### src/rtl/reg_wb_pkg.sv
// Shared types for the register writeback path: widths, write_en encodings
// and the buffered result entry.
package reg_wb_pkg;

  localparam int DATA_W = 16;
  localparam int ADDR_W = 3;

  localparam logic [1:0] WE_NONE = 2'b00;
  localparam logic [1:0] WE_P0   = 2'b01;
  localparam logic [1:0] WE_BOTH = 2'b11;

  typedef struct packed {
    logic [ADDR_W-1:0] addr;
    logic [DATA_W-1:0] data;
  } wb_entry_t;

endpackage

### src/rtl/reg_writeback_unit_if.sv
// Producer handshakes, dual register-file write port and hazard lookup of the writeback unit.
// master = surrounding pipeline side, slave = writeback unit side.
interface reg_writeback_unit_if;
  import reg_wb_pkg::*;

  logic              alu_valid;
  logic [ADDR_W-1:0] alu_addr;
  logic [DATA_W-1:0] alu_data;
  logic              alu_ready;
  logic              mem_valid;
  logic [ADDR_W-1:0] mem_addr;
  logic [DATA_W-1:0] mem_data;
  logic              mem_ready;
  logic [1:0]        write_en;
  logic [ADDR_W-1:0] reg_write_addr_0;
  logic [DATA_W-1:0] data_in_0;
  logic [ADDR_W-1:0] reg_write_addr_1;
  logic [DATA_W-1:0] data_in_1;
  logic [ADDR_W-1:0] query_addr_0;
  logic [ADDR_W-1:0] query_addr_1;
  logic              pending_0;
  logic              pending_1;
  logic              idle;

  modport master (
    output alu_valid, alu_addr, alu_data, mem_valid, mem_addr, mem_data,
           query_addr_0, query_addr_1,
    input  alu_ready, mem_ready, write_en, reg_write_addr_0, data_in_0,
           reg_write_addr_1, data_in_1, pending_0, pending_1, idle
  );

  modport slave (
    input  alu_valid, alu_addr, alu_data, mem_valid, mem_addr, mem_data,
           query_addr_0, query_addr_1,
    output alu_ready, mem_ready, write_en, reg_write_addr_0, data_in_0,
           reg_write_addr_1, data_in_1, pending_0, pending_1, idle
  );

endinterface

### src/rtl/reg_wb_fifo.sv
// In-order circular buffer, 2 pushes + up to 2 pops per cycle; head visible the cycle after push.
// No internal backpressure: caller must never push past DEPTH or pop more than count.
module reg_wb_fifo
  import reg_wb_pkg::*;
#(
  parameter int DEPTH = 4
) (
  input  logic                           clk,
  input  logic                           rst,
  input  logic                           push_a,
  input  wb_entry_t                      push_a_dat,
  input  logic                           push_b,
  input  wb_entry_t                      push_b_dat,
  input  logic [1:0]                     pop_cnt,
  output wb_entry_t                      head,
  output wb_entry_t                      head_next,
  output logic [$clog2(DEPTH+1)-1:0]     count,
  output wb_entry_t [DEPTH-1:0]          entries,
  output logic [DEPTH-1:0]               entry_vld
);

  localparam int PTR_W = $clog2(DEPTH);
  localparam int CNT_W = $clog2(DEPTH + 1);

  wb_entry_t [DEPTH-1:0] mem;
  logic [PTR_W-1:0]      wr_ptr;
  logic [PTR_W-1:0]      rd_ptr;
  logic [PTR_W-1:0]      wr_ptr_b;
  logic [PTR_W-1:0]      rd_ptr_nxt;

  // push_b lands behind push_a when both arrive together
  assign wr_ptr_b   = wr_ptr + PTR_W'(push_a);
  assign rd_ptr_nxt = rd_ptr + PTR_W'(1);

  always_ff @(posedge clk) begin
    if (push_a) mem[wr_ptr]   <= push_a_dat;
    if (push_b) mem[wr_ptr_b] <= push_b_dat;
  end

  always_ff @(posedge clk) begin
    if (rst) begin
      wr_ptr <= '0;
      rd_ptr <= '0;
      count  <= '0;
    end else begin
      wr_ptr <= wr_ptr + PTR_W'(push_a) + PTR_W'(push_b);
      rd_ptr <= rd_ptr + PTR_W'(pop_cnt);
      count  <= count + CNT_W'(push_a) + CNT_W'(push_b) - CNT_W'(pop_cnt);
    end
  end

  assign head      = mem[rd_ptr];
  assign head_next = mem[rd_ptr_nxt];
  assign entries   = mem;

  always_comb begin
    entry_vld = '0;
    for (int i = 0; i < DEPTH; i++) begin
      logic [PTR_W-1:0] off;
      off          = PTR_W'(i) - rd_ptr;
      entry_vld[i] = CNT_W'(off) < count;
    end
  end

endmodule

### src/rtl/reg_writeback_unit.sv
// Buffers ALU/load results and drains up to two per cycle to the register file; accept->present 1 cycle.
// Both producers are stalled together once fewer than two FIFO slots remain, or during reset.
module reg_writeback_unit
  import reg_wb_pkg::*;
#(
  parameter int DEPTH = 4
) (
  input logic                 clk,
  input logic                 rst,
  reg_writeback_unit_if.slave wb
);

  localparam int CNT_W = $clog2(DEPTH + 1);
  localparam logic [CNT_W-1:0] READY_MAX = CNT_W'(DEPTH - 2);

  wb_entry_t             head;
  wb_entry_t             head_next;
  wb_entry_t [DEPTH-1:0] entries;
  logic [DEPTH-1:0]      entry_vld;
  logic [CNT_W-1:0]      count;
  logic                  ready;
  logic                  alu_acc;
  logic                  mem_acc;
  logic [1:0]            pop_cnt;

  logic [1:0]            write_en;
  logic [ADDR_W-1:0]     addr_0;
  logic [DATA_W-1:0]     data_0;
  logic [ADDR_W-1:0]     addr_1;
  logic [DATA_W-1:0]     data_1;

  assign ready   = (count <= READY_MAX) && !rst;
  assign alu_acc = wb.alu_valid && ready;
  assign mem_acc = wb.mem_valid && ready;

  reg_wb_fifo #(.DEPTH(DEPTH)) u_fifo (
    .clk        (clk),
    .rst        (rst),
    .push_a     (alu_acc),
    .push_a_dat ('{addr: wb.alu_addr, data: wb.alu_data}),
    .push_b     (mem_acc),
    .push_b_dat ('{addr: wb.mem_addr, data: wb.mem_data}),
    .pop_cnt    (pop_cnt),
    .head       (head),
    .head_next  (head_next),
    .count      (count),
    .entries    (entries),
    .entry_vld  (entry_vld)
  );

  // Two writes to one register in the same cycle would lose program order
  always_comb begin
    pop_cnt = 2'd0;
    if (count == CNT_W'(1))
      pop_cnt = 2'd1;
    else if (count >= CNT_W'(2))
      pop_cnt = (head.addr != head_next.addr) ? 2'd2 : 2'd1;
  end

  always_ff @(posedge clk) begin
    if (rst) begin
      write_en <= WE_NONE;
      addr_0   <= '0;
      data_0   <= '0;
      addr_1   <= '0;
      data_1   <= '0;
    end else begin
      case (pop_cnt)
        2'd1: begin
          write_en <= WE_P0;
          addr_0   <= head.addr;
          data_0   <= head.data;
        end
        2'd2: begin
          write_en <= WE_BOTH;
          addr_0   <= head.addr;
          data_0   <= head.data;
          addr_1   <= head_next.addr;
          data_1   <= head_next.data;
        end
        default: write_en <= WE_NONE;
      endcase
    end
  end

  always_comb begin
    wb.pending_0 = (write_en[0] && addr_0 == wb.query_addr_0) ||
                   (write_en[1] && addr_1 == wb.query_addr_0);
    wb.pending_1 = (write_en[0] && addr_0 == wb.query_addr_1) ||
                   (write_en[1] && addr_1 == wb.query_addr_1);
    for (int i = 0; i < DEPTH; i++) begin
      if (entry_vld[i] && entries[i].addr == wb.query_addr_0) wb.pending_0 = 1'b1;
      if (entry_vld[i] && entries[i].addr == wb.query_addr_1) wb.pending_1 = 1'b1;
    end
  end

  assign wb.alu_ready        = ready;
  assign wb.mem_ready        = ready;
  assign wb.write_en         = write_en;
  assign wb.reg_write_addr_0 = addr_0;
  assign wb.data_in_0        = data_0;
  assign wb.reg_write_addr_1 = addr_1;
  assign wb.data_in_1        = data_1;
  assign wb.idle             = (count == '0) && (write_en == WE_NONE);

endmodule

### src/flat_wrapper.sv
// flat-port wrapper written by rule: the top's interface ports become plain ports
module reg_writeback_unit_flat import reg_wb_pkg::*;
#(
  parameter int DEPTH = 4
)
  (clk, rst, wb_alu_valid, wb_alu_addr, wb_alu_data, wb_mem_valid, wb_mem_addr, wb_mem_data, wb_query_addr_0, wb_query_addr_1, wb_alu_ready, wb_mem_ready, wb_write_en, wb_reg_write_addr_0, wb_data_in_0, wb_reg_write_addr_1, wb_data_in_1, wb_pending_0, wb_pending_1, wb_idle);
  reg_writeback_unit_if wb_i ();
  input logic clk;
  input logic rst;
  input wire logic [$bits(wb_i.alu_valid)-1:0] wb_alu_valid;
  input wire logic [$bits(wb_i.alu_addr)-1:0] wb_alu_addr;
  input wire logic [$bits(wb_i.alu_data)-1:0] wb_alu_data;
  input wire logic [$bits(wb_i.mem_valid)-1:0] wb_mem_valid;
  input wire logic [$bits(wb_i.mem_addr)-1:0] wb_mem_addr;
  input wire logic [$bits(wb_i.mem_data)-1:0] wb_mem_data;
  input wire logic [$bits(wb_i.query_addr_0)-1:0] wb_query_addr_0;
  input wire logic [$bits(wb_i.query_addr_1)-1:0] wb_query_addr_1;
  output wire logic [$bits(wb_i.alu_ready)-1:0] wb_alu_ready;
  output wire logic [$bits(wb_i.mem_ready)-1:0] wb_mem_ready;
  output wire logic [$bits(wb_i.write_en)-1:0] wb_write_en;
  output wire logic [$bits(wb_i.reg_write_addr_0)-1:0] wb_reg_write_addr_0;
  output wire logic [$bits(wb_i.data_in_0)-1:0] wb_data_in_0;
  output wire logic [$bits(wb_i.reg_write_addr_1)-1:0] wb_reg_write_addr_1;
  output wire logic [$bits(wb_i.data_in_1)-1:0] wb_data_in_1;
  output wire logic [$bits(wb_i.pending_0)-1:0] wb_pending_0;
  output wire logic [$bits(wb_i.pending_1)-1:0] wb_pending_1;
  output wire logic [$bits(wb_i.idle)-1:0] wb_idle;
  assign wb_i.alu_valid = wb_alu_valid;
  assign wb_i.alu_addr = wb_alu_addr;
  assign wb_i.alu_data = wb_alu_data;
  assign wb_i.mem_valid = wb_mem_valid;
  assign wb_i.mem_addr = wb_mem_addr;
  assign wb_i.mem_data = wb_mem_data;
  assign wb_i.query_addr_0 = wb_query_addr_0;
  assign wb_i.query_addr_1 = wb_query_addr_1;
  assign wb_alu_ready = wb_i.alu_ready;
  assign wb_mem_ready = wb_i.mem_ready;
  assign wb_write_en = wb_i.write_en;
  assign wb_reg_write_addr_0 = wb_i.reg_write_addr_0;
  assign wb_data_in_0 = wb_i.data_in_0;
  assign wb_reg_write_addr_1 = wb_i.reg_write_addr_1;
  assign wb_data_in_1 = wb_i.data_in_1;
  assign wb_pending_0 = wb_i.pending_0;
  assign wb_pending_1 = wb_i.pending_1;
  assign wb_idle = wb_i.idle;
  reg_writeback_unit #(.DEPTH(DEPTH)) u_core (.clk(clk), .rst(rst), .wb(wb_i));
endmodule
### config.mk
export PLATFORM = sky130hd
export DESIGN_NAME = reg_writeback_unit_flat
export DESIGN_NICKNAME = d
export VERILOG_FILES = /design/src/rtl/reg_wb_pkg.sv /design/src/rtl/reg_writeback_unit_if.sv /design/src/rtl/reg_wb_fifo.sv /design/src/rtl/reg_writeback_unit.sv /design/src/flat_wrapper.sv
export SDC_FILE = /design/constraint.sdc
export NUM_CORES = 1
export LEC_CHECK = 0
export BUFFER_PORTS_ARGS = -buffer_cell sky130_fd_sc_hd__buf_2
export CORE_MARGIN = 10
export CORE_UTILIZATION = 35
export CTS_CLUSTER_DIAMETER = 150
export DETAILED_ROUTE_END_ITERATION = 12
export HOLD_SLACK_MARGIN = 0.15
export MAX_ROUTING_LAYER = met4
export PLACE_DENSITY_LB_ADDON = 0.05
export RECOVER_POWER = 100
export SYNTH_ARGS = -nofsm -noshare
export SYNTH_HDL_FRONTEND = slang
export SYNTH_HIERARCHICAL = 1
export SYNTH_SLANG_ARGS = --single-unit
### constraint.sdc
create_clock -name clk -period 4.9 [get_ports clk]
set_clock_uncertainty 0.05 [all_clocks]
set_input_delay 0 -clock clk [delete_from_list [all_inputs] [get_ports clk]]
set_output_delay 0 -clock clk [all_outputs]
set_load 0.02 [all_outputs]
# After elaboration in Yosys (flattened, before gate mapping)
# Index checks and enable logic that the tools add are counted.
totals:
  reg_bits: 123
  in_bits: 48
  output_inout_bits: 45
  elab_cells: 103
classes:
  n_eq_ne: 16
  n_lt_le_gt_ge: 12
  addsub: 11
  n_mux: 24
  n_reduce_logical: 24
op_table:
  columns: ["op", "count"]
  rows:
  - ["$bwmux 76", 2]
  - ["$mux 76", 2]
  - ["$bmux 19 s2", 2]
  - ["$demux 19 s2", 2]
  - ["$mux 19", 4]
  - ["$eq 3x3->1", 12]
  - ["$logic_and 1x1->1", 18]
  - ["$lt 2x3->1", 4]
  - ["$lt 2x3->1 const B", 4]
  - ["$mux 1", 8]
  - ["$add 3x1->3", 2]
  - ["$mux 2", 3]
  - ["$add 2x1->2", 2]
  - ["$ge 2x1->1 const B", 2]
  - ["$pmux 2 s2", 1]
  - ["$sub 1x2->2 const A", 2]
  - ["$sub 2x2->2 const A", 2]
  - ["$eq 3x1->1 const B", 1]
  - ["$ge 3x2->1 const B", 1]
  - ["$le 3x2->1 const B", 1]
  - ["$logic_not 3->1", 1]
  - ["$ne 3x3->1", 1]
  - ["$sub 3x2->3", 1]
  - ["$add 2x1->2 const B", 1]
  - ["other kinds (7)", 8]

# Longest topological paths before layout
depth:
  word_depth: 10
  mapped_depth: 14
  depth_no_buf: 12

# Hierarchy
# The synthesis kept the hierarchy.
by_module_without_submodules:
  columns: ["mod", "seq_area_each_um2", "instances", "cells_per_inst", "area_per_inst_um2"]
  rows:
  - ["reg_wb_fifo", 1661.6, 1, 528, 4703.3]
  - ["reg_writeback_unit", 800.8, 1, 204, 1984.4]

# Worst setup path after synthesis
# OpenSTA, ideal clock, no wires.
synth_path:
  path_kind: "flip-flop to flip-flop"
  startpoint: "reg u_core.u_fifo.rd_ptr[0]"
  endpoint: "reg u_core.u_fifo.count[2]"
  path_stages_with_launch: 15
  t_arrival_ns: 3.260
  setup_slack_ns: 1.475
  setup_time_ns: 0.115
  required_ns: 4.735
  synth_period_minus_slack_ns: 3.425
  n_path_buf: 2
  path_cell_list: "dfxtp_1 -> clkbuf_1 -> buf_2 -> mux4_2 -> xor2_1 -> nor3_1 -> mux2i_1 -> inv_1 -> ha_1 -> inv_1 -> fa_1 -> fa_1 -> xnor2_1 -> xnor2_1 -> nor2_1"
synth_lines:
  columns: ["item", "line_no", "source"]
  rows:
  - ["from (decl)", "reg_wb_fifo.sv:27", "logic [PTR_W-1:0] rd_ptr;"]
  - ["from (signal assigned)", "reg_wb_fifo.sv:47", "rd_ptr <= rd_ptr + PTR_W'(pop_cnt);"]
  - ["to (signal assigned)", "reg_wb_fifo.sv:48", "count <= count + CNT_W'(push_a) + CNT_W'(push_b) - CNT_W'(pop_cnt);"]
  - ["to (decl)", "reg_wb_fifo.sv:17", "output logic [$clog2(DEPTH+1)-1:0] count,"]

# Final worst setup path
layout_path:
  startpoint: "reg u_core.u_fifo.count[0]"
  endpoint: "reg u_core.u_fifo.mem, in the netlist u_core/u_fifo/entries[57]"
layout_between:
  elab_chain_len: 10
  word_cells_on_any_way: 13
  cone_classes: "add/sub: 1; order compare: 3; mux: 5; reduce/logical: 4"
layout_lines:
  columns: ["item", "line_no", "source"]
  rows:
  - ["$le 3x2->1 *", "reg_writeback_unit.sv:32", "assign ready = (count <= READY_MAX) && !rst;"]
  - ["$logic_and 1x1->1 *", "reg_writeback_unit.sv:32", null]
  - ["$logic_and 1x1->1 *", "reg_writeback_unit.sv:33", "assign alu_acc = wb.alu_valid && ready;"]
  - ["via u_core.alu_acc", "reg_writeback_unit.sv:22", "logic alu_acc;"]
  - ["$add 2x1->2", "reg_wb_fifo.sv:32", "assign wr_ptr_b = wr_ptr + PTR_W'(push_a);"]
  - ["$lt 2x3->1 (implied by the code) / $ge 2x1->1 (equally long branches)", "reg_wb_fifo.sv:37", "if (push_b) mem[wr_ptr_b] <= push_b_dat;"]
  - ["$logic_and 1x1->1 (implied by the code)", "reg_wb_fifo.sv:37", null]
  - ["$mux 19 (implied by the code)", "reg_wb_fifo.sv:37", null]
  - ["$demux 19 s2", "reg_wb_fifo.sv:37", null]
  - ["$bwmux 76", "reg_wb_fifo.sv:37", null]
  - ["$mux 76 *", "reg_wb_fifo.sv:37", null]
  - ["to (signal, indexed assignment)", "reg_wb_fifo.sv:36", "if (push_a) mem[wr_ptr] <= push_a_dat;"]
  - ["to (signal, indexed assignment)", "reg_wb_fifo.sv:37", null]
  - ["to (decl)", "reg_wb_fifo.sv:25", "wb_entry_t [DEPTH-1:0] mem;"]
# Mark *: on every way through the listed nets, which the timed path passes. The rest lies on a longest branch.
# A chain may end at the register's enable or synchronous reset.

==> reports/qor.yml <==
status:
  status: "finished, violations left"
  violations: "max-capacitance violations, max-slew violations"
yosys:
  synth_warnings: 6
  synthDominantCellAreaShare: 0.368
  yosysSeqAreaShare: 0.368
  syn_inst: 732
  synth_most_common_cell: "nand2_1"
  yosys.area.top_type: "dfxtp_1"
  synth_ff_type: "dfxtp_1"
  synth_area_mm2: 0.00669
  synth_seq_cells: 123
  synth_edf_count: 0
  synth_fp_nets: 793
  yosys-top-cells-area: "dfxtp_1, mux4_2, nand2_1"
  async_reset_ff_frac: 0
  syn_area_per_cell_um2: 9.14
  synth_cell_types: 39
  yosys-top-cells-count: "nand2_1, dfxtp_1, nor3_1"
final_layout:
  nNetsFinal: 911
  final_util: 0.438
  final_cell_area_mm2: 0.00822
  diodes: 0
  syn_to_final_growth_pct: 22.9
  finalNonFillerCells: 1096
  layout-drive-gt1-share: 0.155
worst_setup_path:
  start_kind: "flip-flop"
  crit_required_ns: 5.22
  cp_max_fo: 19
  timing.rr.start: "u_core/u_fifo/count[0]"
  crit_type: "reg -> reg"
  end_kind: "flip-flop"
  critPathLaunch: "u_core/u_fifo/count[0]"
  worst_ep_arrival_time_ns: 4.48
sta:
  max_freq_ghz: 0.240
  holdWs_ns: 0.181
  worst_pin_slew_ns: 1.84
  rsz0062_at_grt: "no"
  slew_viol_final: 27
  relSlewSlack: -0.228
  period_minus_slack_ns: 4.16
  timing.final.crit_share: 0.849
  tns_ns: 0
  setup_viol: 0
  hold_viol_final: 0
worst_hold_path:
  holdCritStartpoint: "rst"
  hp-class: "in -> reg"
pwr:
  p_int_w: 0.00366
  ir_drop_mv: 0.322
  power.density_mw_per_mm2: 749
  power.switching_w: 0.00250
  power.leakage_nw: 3.19
  switching_share: 0.406
  clkPwrFrac: 0.201
  power_frac_seq: 0.308
  comb_power_share: 0.491
detailed_routing:
  first_iter_violations: 375
  drc: 0
  ant_nets: 0
  num_vias: 5982
  avgRoutedWirePerCell_um: 20.7
  viasPerCell: 5.46
  first_pass_iters: 6
  wirelength_mm: 22.7
clocking:
  cts.clk_slew.worst_paths_ns: 0.06
  cts.htree.levels: 4
  cts_hold_buf: 57
  cts_buffers: 17
  clock-sinks: 123
  clockRootBuffer: "clkbuf_16"
  clk_path_buf_depth: 2
  cts_tree: "done"
  cts_setup_buffers: 0
  cts_resized: 0
  clock_latency_ns: 0.43
global_route:
  grt_pass1_vias: 6022
  grt_use_total: 0.189
  grt_pass1_wl_mm: 35.0
  grt_overflow: 0
  antenna_found_initial: 0
  grt_max_degree: 49
die:
  die_h_um: 158
  initial_core_util: 0.356
  rows: 50
  dieArea_mm2: 0.0250
  die-width_um: 158
  core_mm2: 0.0188
  ioPinCount: 93
placement:
  io_buffers: 92
  gp_congestion: 0.827
  dp_cells: 1008
  placed_area_mm2: 0.00716
  hpwlAfterDp_mm: 14.2
run:
  drv_cap: 1
==> metal layers <==
metal | vias to the layer above | global-route usage | wire length [um] | share of wire
met4 | 0 | 0.0604 | 412 | 0.018
li1 | 2832 | - | - | -
met1 | 2925 | 0.232 | 10400 | 0.46
met2 | 185 | 0.307 | 10900 | 0.48
met5 | - | - | 0 | 0
met3 | 40 | 0.0347 | 1060 | 0.047
==> worst paths after layout <==
| check | end | slack [ns] | depth (start not counted) |
|---|---|---|---|
| max reg2reg | u_core/u_fifo/entries[57] | 0.74 | 8 |
| min reg2reg | u_core/wb.data_in_0[14] | 0.44 | 2 |
| min | u_core/wb.data_in_1[0] | 0.18 | 2 |
| max | u_core/u_fifo/entries[57] | 0.74 | 8 |
==> metrics by stage <==
stage	power (W)	setup slack (ns)
floorplan	0.00402	1.48
global placement	0.00480	1.28
detailed placement	0.00484	1.24
CTS	0.00625	1.07
global route	0.00659	0.394
finish	0.00616	0.740
==> sequential cells by signal (all words and copies together), names as in the netlist <==
name	cells
u_core/wb.reg_write_addr_1	3
u_core/wb.reg_write_addr_0	3
u_core/u_fifo/rd_ptr	2
u_core/wb.write_en	2
u_core/u_fifo/entries	76
u_core/wb.data_in_1	16
u_core/u_fifo/wr_ptr	2
u_core/u_fifo/count	3
u_core/wb.data_in_0	16
==> power groups by stage <==
stage | logic, W | clock network, W | registers [W]
2_1_floorplan | 0.00214 | 0 | 0.00188
3_3_place_gp | 0.00291 | 0 | 0.00189
3_5_place_dp | 0.00293 | 0 | 0.00191
4_1_cts | 0.00309 | 0.00126 | 0.00189
5_1_grt | 0.00332 | 0.00130 | 0.00196
6_report | 0.00303 | 0.00124 | 0.00189
==> cell type report <==
cell class                 count  area (um^2)
clock buffer                  19          443
tap                          234          293
inverter                       8         30.0
sequential                   123         2460
clock inverter                12          124
timing repair buffer         161         1040
fill                        1873        10500
multi-input combinational    539         3820
==> placed cells by master, fill, tap and decap left out, drive strengths merged, types with 9 or more instances in the layout <==
master	instances
dlygate4sd3	57
clkbuf	68
a31oi	76
nand2	160
nor2	44
inv	9
dfxtp	123
mux2i	39
ha	11
nor3	77
buf	55
mux4	38
nand4	12
xnor2	42
==> logic make-up (layout without fill, tap and decap cells) <==
kind of cell    after synthesis  count (layout)  share of synthesized area
compound gates               82              82                     0.0763
xor+xnor                     47              47                     0.0655
fa+ha+maj                    13              13                     0.0266
buf+inv                      70             200                     0.0621
flops                       123             123                      0.368
mux                          77              77                      0.186
simple gates                320             320                      0.215
==> worst max-delay path, cell delays in order (launching register included) <==
cell	delay (ns)
dfxtp_1	0.40
a211oi_1	0.45
and2_0	0.49
ha_1	0.44
xor2_4	0.17
clkbuf_1	0.79
nand3_4	0.47
a31oi_1	0.28
dlygate4sd3_1	0.57
No activity file was read; power rests on OpenSTA's default activity.
